==> src/rtl/mux_n_reg.sv <==
// N-channel WIDTH-bit selector feeding a one-entry registered output stage with valid/ready.
// Define MUX_RR_EN to replace sel-based selection with a round-robin arbiter over in_valid.
module mux_n_reg #(
  parameter int WIDTH = 4,
  parameter int NCH   = 2,
  localparam int SELW = $clog2(NCH)
) (
  input  logic                 clk,
  input  logic                 rst,
  input  logic                 en,
  input  logic [SELW-1:0]      sel,
  input  logic [NCH*WIDTH-1:0] in_data,
  input  logic [NCH-1:0]       in_valid,
  output logic [NCH-1:0]       in_ready,
  output logic [WIDTH-1:0]     out_data,
  output logic                 out_valid,
  input  logic                 out_ready,
  output logic [SELW-1:0]      out_ch
);

  logic [SELW-1:0]  grant_s;
  logic             granted_s;
  logic             space_s;
  logic [NCH-1:0]   in_ready_s;
  logic             capture_s;
  logic [WIDTH-1:0] grant_data_s;
  logic [WIDTH-1:0] out_data_r;
  logic             out_valid_r;
  logic [SELW-1:0]  out_ch_r;

`ifdef MUX_RR_EN
  localparam logic [SELW-1:0] LAST_CH = SELW'(NCH - 1);
  localparam logic [SELW-1:0] ONE_CH  = SELW'(1);

  logic [SELW-1:0] ptr_r;

  // Round-robin grant: first valid channel at or after the pointer, wrapping around.
  always_comb begin
    int idx;
    grant_s   = '0;
    granted_s = 1'b0;
    idx       = 0;
    for (int k = 0; k < NCH; k++) begin
      idx = (int'(ptr_r) + k) % NCH;
      if (!granted_s && in_valid[idx]) begin
        granted_s = 1'b1;
        grant_s   = idx[SELW-1:0];
      end else begin
        granted_s = granted_s;
      end
    end
  end

  // Pointer moves just past the channel that was served; idle cycles leave it alone.
  always_ff @(posedge clk or posedge rst) begin
    if (rst) begin
      ptr_r <= '0;
    end else if (capture_s) begin
      ptr_r <= (grant_s == LAST_CH) ? '0 : grant_s + ONE_CH;
    end else begin
      ptr_r <= ptr_r;
    end
  end
`else
  localparam logic [SELW:0] NCH_W = (SELW + 1)'(NCH);

  // Fixed grant from sel; an out-of-range select grants nobody.
  always_comb begin
    grant_s = sel;
    if ({1'b0, sel} < NCH_W) begin
      granted_s = 1'b1;
    end else begin
      granted_s = 1'b0;
    end
  end
`endif

  assign space_s = !out_valid_r || out_ready;

  // One-hot ready toward the granted channel, only when the stage can accept.
  always_comb begin
    in_ready_s = '0;
    if (en && space_s && granted_s) begin
      in_ready_s[grant_s] = 1'b1;
    end else begin
      in_ready_s = '0;
    end
  end

  // Word of the granted channel; out-of-range grants read as zero and are never captured.
  always_comb begin
    grant_data_s = '0;
    for (int i = 0; i < NCH; i++) begin
      if (grant_s == SELW'(i)) begin
        grant_data_s = in_data[i*WIDTH +: WIDTH];
      end else begin
        grant_data_s = grant_data_s;
      end
    end
  end

  assign capture_s = |(in_ready_s & in_valid);

  // Output stage: load on capture, otherwise drain to zero when consumed, otherwise hold.
  always_ff @(posedge clk or posedge rst) begin
    if (rst) begin
      out_valid_r <= 1'b0;
      out_data_r  <= '0;
      out_ch_r    <= '0;
    end else if (capture_s) begin
      out_valid_r <= 1'b1;
      out_data_r  <= grant_data_s;
      out_ch_r    <= grant_s;
    end else if (out_valid_r && out_ready) begin
      out_valid_r <= 1'b0;
      out_data_r  <= '0;
      out_ch_r    <= out_ch_r;
    end else begin
      out_valid_r <= out_valid_r;
      out_data_r  <= out_data_r;
      out_ch_r    <= out_ch_r;
    end
  end

  assign in_ready  = in_ready_s;
  assign out_data  = out_data_r;
  assign out_valid = out_valid_r;
  assign out_ch    = out_ch_r;

endmodule
==> config.mk <==
export PLATFORM = sky130hd
export DESIGN_NAME = mux_n_reg
export DESIGN_NICKNAME = d
export VERILOG_FILES = /design/src/rtl/mux_n_reg.sv
export SDC_FILE = /design/constraint.sdc
export NUM_CORES = 1
export LEC_CHECK = 0
export BUFFER_PORTS_ARGS = -buffer_cell sky130_fd_sc_hd__buf_2
export CAP_MARGIN = 25
export CORE_AREA = 3 3 40 42
export CTS_CLUSTER_DIAMETER = 150
export DETAILED_ROUTE_END_ITERATION = 10
export DIE_AREA = 0 0 43 45
export SLEW_MARGIN = 40
export SYNTH_ARGS = -nofsm -noshare
export SYNTH_HDL_FRONTEND = slang
export SYNTH_SLANG_ARGS = --single-unit
==> constraint.sdc <==
create_clock -name clk -period 2.2 [get_ports clk]
set_input_delay 0.33 -clock clk [delete_from_list [all_inputs] [get_ports clk]]
set_output_delay 0.33 -clock clk [all_outputs]
set_load 0.02 [all_outputs]
==> metrics, run 1 <==
clk_lat worst skew approximately 0.24 ns; Post-DRT Antenna Nets 0; # diodes 0; DP HPWL between 600 and 700 um; ys flop type dfrtp_1; layout cells sized above 1 51.9%; fin. max-slew vios 0; CTS clk-pin slew, worst paths 0.04 ns; max-cap violation count 0; area share of xor/xnor cells in the synthesized design 0%; run status finished clean; Post-synth EDFFs 0; Power Dens Cells about 700 nW/um^2; mux share of post-synthesis cell area 16.4%; routability cong. just under 0.7; crit path capture type output pin; sequential share of the synthesized area around 45%; Crit-path slowest cell dfrtp_1; compound-gate portion of the synthesized area between 20% and 30%; Setup CP Type register to output pin; starting density of the core approximately a quarter; Yosys top cell area share 44.6%; VDD IR max 0.000285 V; fill cell count ~140; Rows 13; Yosys reg bits 6; Finish-stage setup viols 0; CP startpoint kind register; simple-gate share of the synthesized area between 10% and 20%; Chip Width 43 um; clock sinks 6; largest area contributor in the netlist dfrtp_1; total grt overflow 0; Die Y-Extent 45 um; Crit path arrival time roughly 1.2 ns; largest net degree at the start of global routing 9; footprint of the multi-input gates 168 um^2; Mapped Cells 29; syn_area_per_cell 11.6 um^2; CTS HTree Levels 1; synthesized cell area 337 um^2; dominant cells by area after synthesis dfrtp_1 45%, mux2i_1 12%, o2bb2ai_1 10%; area delta synth->final 44.6%; Ys Warns 0; Reg area 150 um^2; global-route wire length before repair around 1.4 mm; total power between 0.3 and 0.4 mW; clk_skew 0.00226 ns; Post-Synth Adder-Cell Area 0%; CP Data Required Time approximately 1.9 ns; initial antenna violation count 0; vias around 300; wire length per cell roughly 11 um; slew margin rel. 85.8%; Port-buffer cells 22; post-synth net total 44; Total GRT Usage 9.99%; vias in the first global route about 340; ys async rst share 100%; total negative slack 0 ns; post-route DRC violation count 0; hold crit path type primary input to register; Routed WL between 700 and 800 um; Clock Path Buffers 2; # Post-CTS Setup Buffers 0; Least-Margin Pin Slew 0.212 ns; Netlist cell types 15; final hold vios 0; LEAKAGE approximately 0.28 nW; Max stage delay on crit path a little over 0.4 ns; RSZ-0062 raised after global routing no; crit path max fanout 6; die area between 1500 and 2000 um^2; Root Buffer clkbuf_4; clock buffer count from CTS 3; Core Footprint ~1300 um^2; Fmax 655 MHz; CP cell instances nand2b_1 > and3_2 > buf_2; Period minus WS final 1.53 ns; initial DRC count 5; IO Pins 23; number of vias per cell roughly 4.3; CTS tree done; part of the cycle the worst path needs a little under 70%; first drt pass iteration count 4; Nets ~70; largest family of logic cells by synthesized area compound AO/OA/AOI/OAI gates
-- cell usage after synthesis (all sizes together) (2+ instances only) --
master,number
mux2i,4
nand3,2
nand2,2
dfrtp,6
o2bb2ai,4
inv,2
-- power by group --
group,total (mW),internal (mW),switching (mW)
Combinational,0.111,0.0480,0.0628
Sequential,0.140,0.129,0.0106
Clock,0.0960,0.0614,0.0346
-- path summary, 6_finish.rpt --
kind	from	to	slack, ns	depth (start not counted)
max in group asynchronous	rst	out_data[2]	1.48	3
worst min-delay path	in_valid[1]	out_ch	0.37	3
worst max register to register	out_valid	out_data[2]	1.14	3
worst min register to register	out_data[1]	out_data[1]	0.48	1
worst max-delay path	out_valid	in_ready[1]	0.67	3
min in group asynchronous	rst	out_data[3]	0.53	3
-- through the flow --
step | hold slack, ns | utilization [%] | worst slack [ns] | area (um^2) | std cells
detailed placement | 0.244 | 35.3 | 0.817 | 454 | 65
finish | 0.372 | 37.9 | 0.674 | 487 | 69
global route | 0.384 | 37.9 | 0.575 | 487 | 69
global placement | 0.244 | 35.3 | 0.842 | 454 | 65
CTS | 0.364 | 37.9 | 0.657 | 487 | 69
floorplan | 0.121 | - | 0.855 | 337 | 29
-- placed cells by master, fill, tap and decap left out, drive strengths merged --
cell / netlist / layout
mux2i: 4 / 4
and3: 1 / 1
nand2: 2 / 2
a31oi: 1 / 1
nand3: 2 / 2
a2bb2oi: 1 / 1
buf: 1 / 22
dlygate4sd3: 0 / 1
clkbuf: 0 / 3
nand2b: 1 / 1
inv: 2 / 2
mux2: 1 / 1
nor2: 1 / 1
dfrtp: 6 / 6
a22oi: 1 / 1
nor2b: 1 / 1
o2bb2ai: 4 / 4
-- sequential cells by signal, summed over array words and instances, names as in the netlist --
name	count
out_data	4
out_ch	1
out_valid	1
-- layout make-up --
cell class                      count  area share [%]
Clock buffer                        3            4.63
Inverter                            2            1.54
Multi-Input combinational cell     20            34.4
Sequential cell                     6            30.8
Tap cell                           15            3.86
Timing Repair Buffer               23            24.7
-- routing by layer --
layer	GRT usage, %	wire [um]
met1	9.88	287
met4	10.8	9
met3	1.20	20
met2	17.4	458
met5	0	0
-- worst max-delay path, delay by kind of cell, from the launching register on --
family        cells  cell delay, ns
buf+inv           1            0.15
flops             1            0.41
simple gates      2            0.40
-- repair_timing --
item	in CTS	in global routing
setup endpoints to repair	0	0
hold buffers	1	0
gates resized for setup	0	0
endpoints found under the hold margin	6	0
-- cell families (layout without fill, tap and decap cells) --
kind of cell	after synthesis	count (layout)
AO/OA/AOI/OAI	7	7
buffers and inverters	3	28
flip-flops	6	6
multiplexers	5	5
AND/OR/NAND/NOR	8	8
Power figures use the tool's default switching activity.
==> inputs of run 2 (changes only) <==
clock period = 1.4 ns   (was 2.2 ns; I/O delays follow)
==> metrics, run 2 (synthesized netlist as in run 1, its figures left out) <==
Root Buffer clkbuf_4 (unchanged); vias in the first global route 341 (was 337); Post-DRT Antenna Nets 0 (unchanged); global-route wire length before repair 1.28 mm (was 1.37 mm); clock sinks 6 (unchanged); commonest non-fill, non-tap cell in the layout buf_2 (unchanged); total grt overflow 0 (unchanged); CP endpoint in_ready[1] (unchanged); Least-Margin Pin Slew 0.213 ns (was 0.212 ns); Clock Path Buffers 2 (unchanged); IO Pins 23 (unchanged); first drt pass iteration count 1 (was 4); run status finished clean (unchanged); area delta synth->final 49.1% (was 44.6%); final hold vios 0 (unchanged); Reg2Reg Setup Slack 0.29 ns (was 1.14 ns); # diodes 0 (unchanged); largest net degree at the start of global routing 9 (unchanged); vias 304 (was 295); Nets 72 (was 71); r2r worst-path depth 4 (was 3); fin. max-slew vios 0 (unchanged); max reg flops 4 (unchanged); Max stage delay on crit path 0.41 ns (about the same); Chip Width 43 um (unchanged); CP bufs+invs 1 (unchanged); Total GRT Usage 9.23% (was 9.99%); clk_lat worst skew 0.24 ns (about the same); Crit. Startpoint out_valid (unchanged); VDD IR max 0.000450 V (was 0.000285 V); crit path capture type output pin (unchanged); part of the cycle the worst path needs slightly above 90%; FF-to-FF Start out_valid (unchanged); Fin Hold WS 0.246 ns (was 0.372 ns); Period minus WS final about 1.3 ns; Fmax 769 MHz; crit path max fanout 6 (unchanged); CP cell instances nand2b_4 > and3_2 > buf_2 (was nand2b_1 > and3_2 > buf_2); initial antenna violation count 0 (unchanged); slew margin rel. 85.8% (about the same); Crit-path slowest cell dfrtp_1 (unchanged); clock buffer count from CTS 3 (unchanged); number of vias per cell 4.34 (was 4.28); Core Footprint 1280 um^2 (unchanged); RSZ-0062 raised after global routing no (unchanged); starting density of the core 26.2% (unchanged); CTS tree done (unchanged); post-route DRC violation count 0 (unchanged); Setup CP Type register to output pin (unchanged); Crit path arrival time 1.09 ns (was 1.20 ns); layout cells sized above 1 54.5% (was 51.9%); max-cap violation count 0 (unchanged); wire length per cell 11.4 um (was 11.2 um); CP startpoint kind register (unchanged); Port-buffer cells 22 (unchanged); hold crit path type primary input to register (unchanged); Die Y-Extent 45 um (unchanged); clk_skew 0.00322 ns (was 0.00226 ns); total negative slack 0 ns (unchanged); LEAKAGE 0.289 nW (was 0.279 nW); Finish-stage setup viols 0 (unchanged); critical path depth 3 (unchanged); CTS clk-pin slew, worst paths 0.04 ns (about the same); Rows 13 (unchanged); most frequent cells in the layout 22 x buf_2, 6 x dfrtp_1, 4 x mux2i_1, 4 x o2bb2ai_1, 3 x clkbuf_4 (unchanged); min-delay src in_valid[1] (unchanged); die area 1940 um^2 (unchanged); R2R Path End out_data[2] (unchanged); Power Dens Cells 1100 nW/um^2 (was 712 nW/um^2); Routed WL 801 um (was 774 um); CP Data Required Time 1.19 ns (was 1.87 ns); routability cong. 0.669 (was 0.690); CTS HTree Levels 1 (unchanged); delay-heaviest family, CP flip-flops (unchanged); initial DRC count 0 (was 5)
run 2: area by class of cell:
| type | count | area [um^2] |
|---|---|---|
| timing repair buffer | 24 | 128 |
| sequential | 6 | 150 |
| clock buffer | 3 | 22.5 |
| multi-input combinational | 20 | 175 |
| tap | 15 | 18.8 |
| fill | 144 | 783 |
| inverter | 2 | 7.51 |
run 2: routing by layer:
layer | vias to the layer above | global-route usage (%) | part of all wire, %
li1 | 160 | - | -
met1 | 141 | 9.11 | 34
met2 | 3 | 16.2 | 63
met3 | 0 | 1.59 | 2.2
met4 | 0 | 9.04 | 0
met5 | - | 0 | 0
run 2: worst reg2reg max path: stages, from the launching register on:
cell and delay (ns):
dfrtp_1 0.41, buf_4 0.17, nor2b_1 0.19, a22oi_4 0.09, o2bb2ai_1 0.13
run 2: timing repair:
action	in CTS	in global routing
endpoints found under the hold margin	6	0
hold buffers	1	0
endpoints found under the setup margin	2	2
gates resized for setup	0	1
pin swaps	0	0
setup buffers	1	0
run 2: report_power, final:
group,internal [mW],total [mW],switching [mW]
registers,0.203,0.219,0.0159
clock network,0.0963,0.150,0.0534
logic,0.0820,0.185,0.103
run 2: how the worst min path moves through the flow:
stage / end / cells past startpoint
floorplan: out_ch / 1
global placement: out_data[0] / 2
detailed placement: out_valid / 2
CTS: out_ch / 3
global route: out_ch / 3
finish: out_ch / 3
run 2: through the flow:
stage | worst slack, ns | std cells | cell area (um^2) | util, % | total power, mW
4_1_cts | 0.0333 | 70 | 494 | 38.5 | 0.564
2_1_floorplan | 0.175 | 29 | 337 | - | 0.332
3_3_place_gp | 0.210 | 65 | 454 | 35.3 | 0.398
6_report | 0.100 | 70 | 502 | 39.0 | 0.554
3_5_place_dp | 0.219 | 65 | 454 | 35.3 | 0.398
5_1_grt | 0.0328 | 70 | 502 | 39.0 | 0.590
==> inputs of run 3 (changes only) <==
==> constraint.sdc (replaced) <==
create_clock -name clk -period 1.4 [get_ports clk]
set_input_delay 0.21 -clock clk [delete_from_list [all_inputs] [get_ports clk]]
set_output_delay 0.21 -clock clk [all_outputs]
set_load 0.05 [all_outputs]
==> metrics, run 3 (synthesized netlist as in run 1, its figures left out) <==
area delta synth->final 54.3% (was 49.1%); Crit path arrival time 1.13 ns (was 1.09 ns); fill cell count 136 (was 144); number of vias per cell 4.43 (was 4.34); initial DRC count 0 (unchanged); VDD IR max 0.000453 V (was 0.000450 V); fin. max-slew vios 0 (unchanged); CP startpoint kind register (unchanged); routability cong. 0.671 (was 0.669); wl on met1 285 um (was 276 um); Nets 71 (was 72); CTS HTree Levels 1 (unchanged); crit path capture type output pin (unchanged); final hold vios 0 (unchanged); Area after DPL 463 um^2 (was 454 um^2); largest net degree at the start of global routing 9 (unchanged); vias in the first global route 326 (was 341); starting density of the core 26.2% (unchanged); fin area 519 um^2 (was 502 um^2); most frequent cells in the layout 20 x buf_2, 5 x dfrtp_1, 4 x mux2i_1, 4 x o2bb2ai_1, 3 x clkbuf_4 (was 22 x buf_2, 6 x dfrtp_1, 4 x mux2i_1, 4 x o2bb2ai_1, 3 x clkbuf_4); part of the power in registers 34.2% (was 39.5%); hold path depth 3 (unchanged); total negative slack 0 ns (unchanged); CTS tree done (unchanged); Clock Path Buffers 2 (unchanged); DR top layer met3 (unchanged); Hold Path End out_ch (unchanged); Post-DRT Antenna Nets 0 (unchanged); Reg2Reg Setup Slack 0.39 ns (was 0.29 ns); LEAKAGE 0.287 nW (was 0.289 nW); max-cap violation count 0 (unchanged); Least-Margin Pin Slew 0.261 ns (was 0.213 ns); Total GRT Usage 9.30% (was 9.23%); total grt overflow 0 (unchanged); NetSw 0.252 mW (was 0.173 mW); min-delay src in_valid[1] (unchanged); sw frac 39.0% (was 31.2%); Core Footprint 1280 um^2 (unchanged); slew margin rel. 82.7% (was 85.8%); Setup CP Type register to output pin (unchanged); global-route wire length before repair 1.32 mm (was 1.28 mm); fin util 40.4% (was 39.0%); Comb pwr share 40.4% (was 33.5%); internal power 0.394 mW (was 0.381 mW); CP Data Required Time 1.19 ns (about the same); Finish-stage setup viols 0 (unchanged); IO Pins 23 (unchanged); Port-buffer cells 22 (unchanged); Routed WL 764 um (was 801 um); Fmax 748 MHz (was 769 MHz); Die Y-Extent 45 um (unchanged); Chip Width 43 um (unchanged); commonest non-fill, non-tap cell in the layout buf_2 (unchanged); clock share of power 25.4% (was 27.0%); # Post-CTS Setup Buffers 0 (was 1); vias 310 (was 304); initial antenna violation count 0 (unchanged); max reg flops 4 (unchanged); layout cells sized above 1 56.4% (was 54.5%); FF-to-FF Start out_valid (unchanged); run status finished clean (unchanged); hold crit path type primary input to register (unchanged); post-route DRC violation count 0 (unchanged); first drt pass iteration count 1 (unchanged); die area 1940 um^2 (unchanged); clock buffer count from CTS 3 (unchanged); footprint of the multi-input gates 183 um^2 (was 175 um^2); crit path max fanout 6 (unchanged); met3 WL 22 um (was 18 um); clk_skew 0.0101 ns (was 0.00322 ns); r2r worst-path depth 3 (was 4); Reg area 151 um^2 (was 150 um^2); Period minus WS final 1.34 ns (was 1.30 ns); Rows 13 (unchanged); clock sinks 6 (unchanged); Power Dens Cells 1250 nW/um^2 (was 1100 nW/um^2); R2R Path End out_data[2] (unchanged); Root Buffer clkbuf_4 (unchanged); clk_lat worst skew 0.24 ns (about the same); part of the cycle the worst path needs 95.4% (was 92.8%); DR WL met2 456 um (was 506 um); wire length per cell 10.9 um (was 11.4 um); CTS clk-pin slew, worst paths 0.05 ns (was 0.04 ns); # diodes 0 (unchanged)
run 3: cell count changes in the layout (fill, tap and decap cells not counted), sizes merged:
cell	change
buf	-1
clkbuf	+1
run 3: worst max-delay path by stage:
stage,start,end,slack [ns],cells after the start
after floorplan,out_valid,in_ready[0],0.11,3
after global placement,out_valid,in_ready[1],0.17,3
after detailed placement,out_valid,in_ready[0],0.16,4
after CTS,out_valid,in_ready[1],0.03,3
after global routing,out_valid,in_ready[0],-0.002,4
final,out_valid,in_ready[1],0.06,3
run 3: power by group through the flow:
stage,clock (mW),combinational [mW],sequential (mW)
4_1_cts,0.174,0.262,0.222
5_1_grt,0.189,0.278,0.224
2_1_floorplan,0,0.0846,0.326
3_5_place_dp,0,0.254,0.222
6_report,0.164,0.261,0.221
3_3_place_gp,0,0.253,0.222
run 3: cell type report:
| cell class | count | share of cell area [%] |
|---|---|---|
| flip-flops and latches | 6 | 29.2 |
| multi-input cells | 20 | 35.2 |
| clock buffers | 4 | 5.06 |
| well taps | 15 | 3.61 |
| inverters | 2 | 1.45 |
| repair buffers | 23 | 25.5 |
run 3: timing repair:
action / CTS / global route
setup endpoints to repair: 2 / 2
gates resized for setup: 3 / 2
endpoints found under the hold margin: 6 / 0
hold buffers: 1 / 0
run 3: per-stage QoR:
| stage | total power, mW | hold slack (ns) | worst slack [ns] | instances |
|---|---|---|---|---|
| finish | 0.647 | 0.238 | 0.0639 | 70 |
| global route | 0.691 | 0.242 | -0.00232 | 70 |
| floorplan | 0.411 | 0.000891 | 0.106 | 29 |
| global placement | 0.475 | 0.128 | 0.172 | 65 |
| CTS | 0.657 | 0.235 | 0.0296 | 70 |
| detailed placement | 0.477 | 0.129 | 0.160 | 65 |
run 3: worst max-delay path: stages, from the launching register on:
cell,delay [ns]
dfrtp_2,0.44
nand2b_4,0.10
and3_2,0.19
buf_6,0.15
run 3: metal layers:
metal / vias to the layer above / GRT usage (%)
li1: 159 / -
met1: 146 / 9.83
met2: 5 / 16.8
met5: - / 0
met4: 0 / 5.42
met3: 0 / 2.39
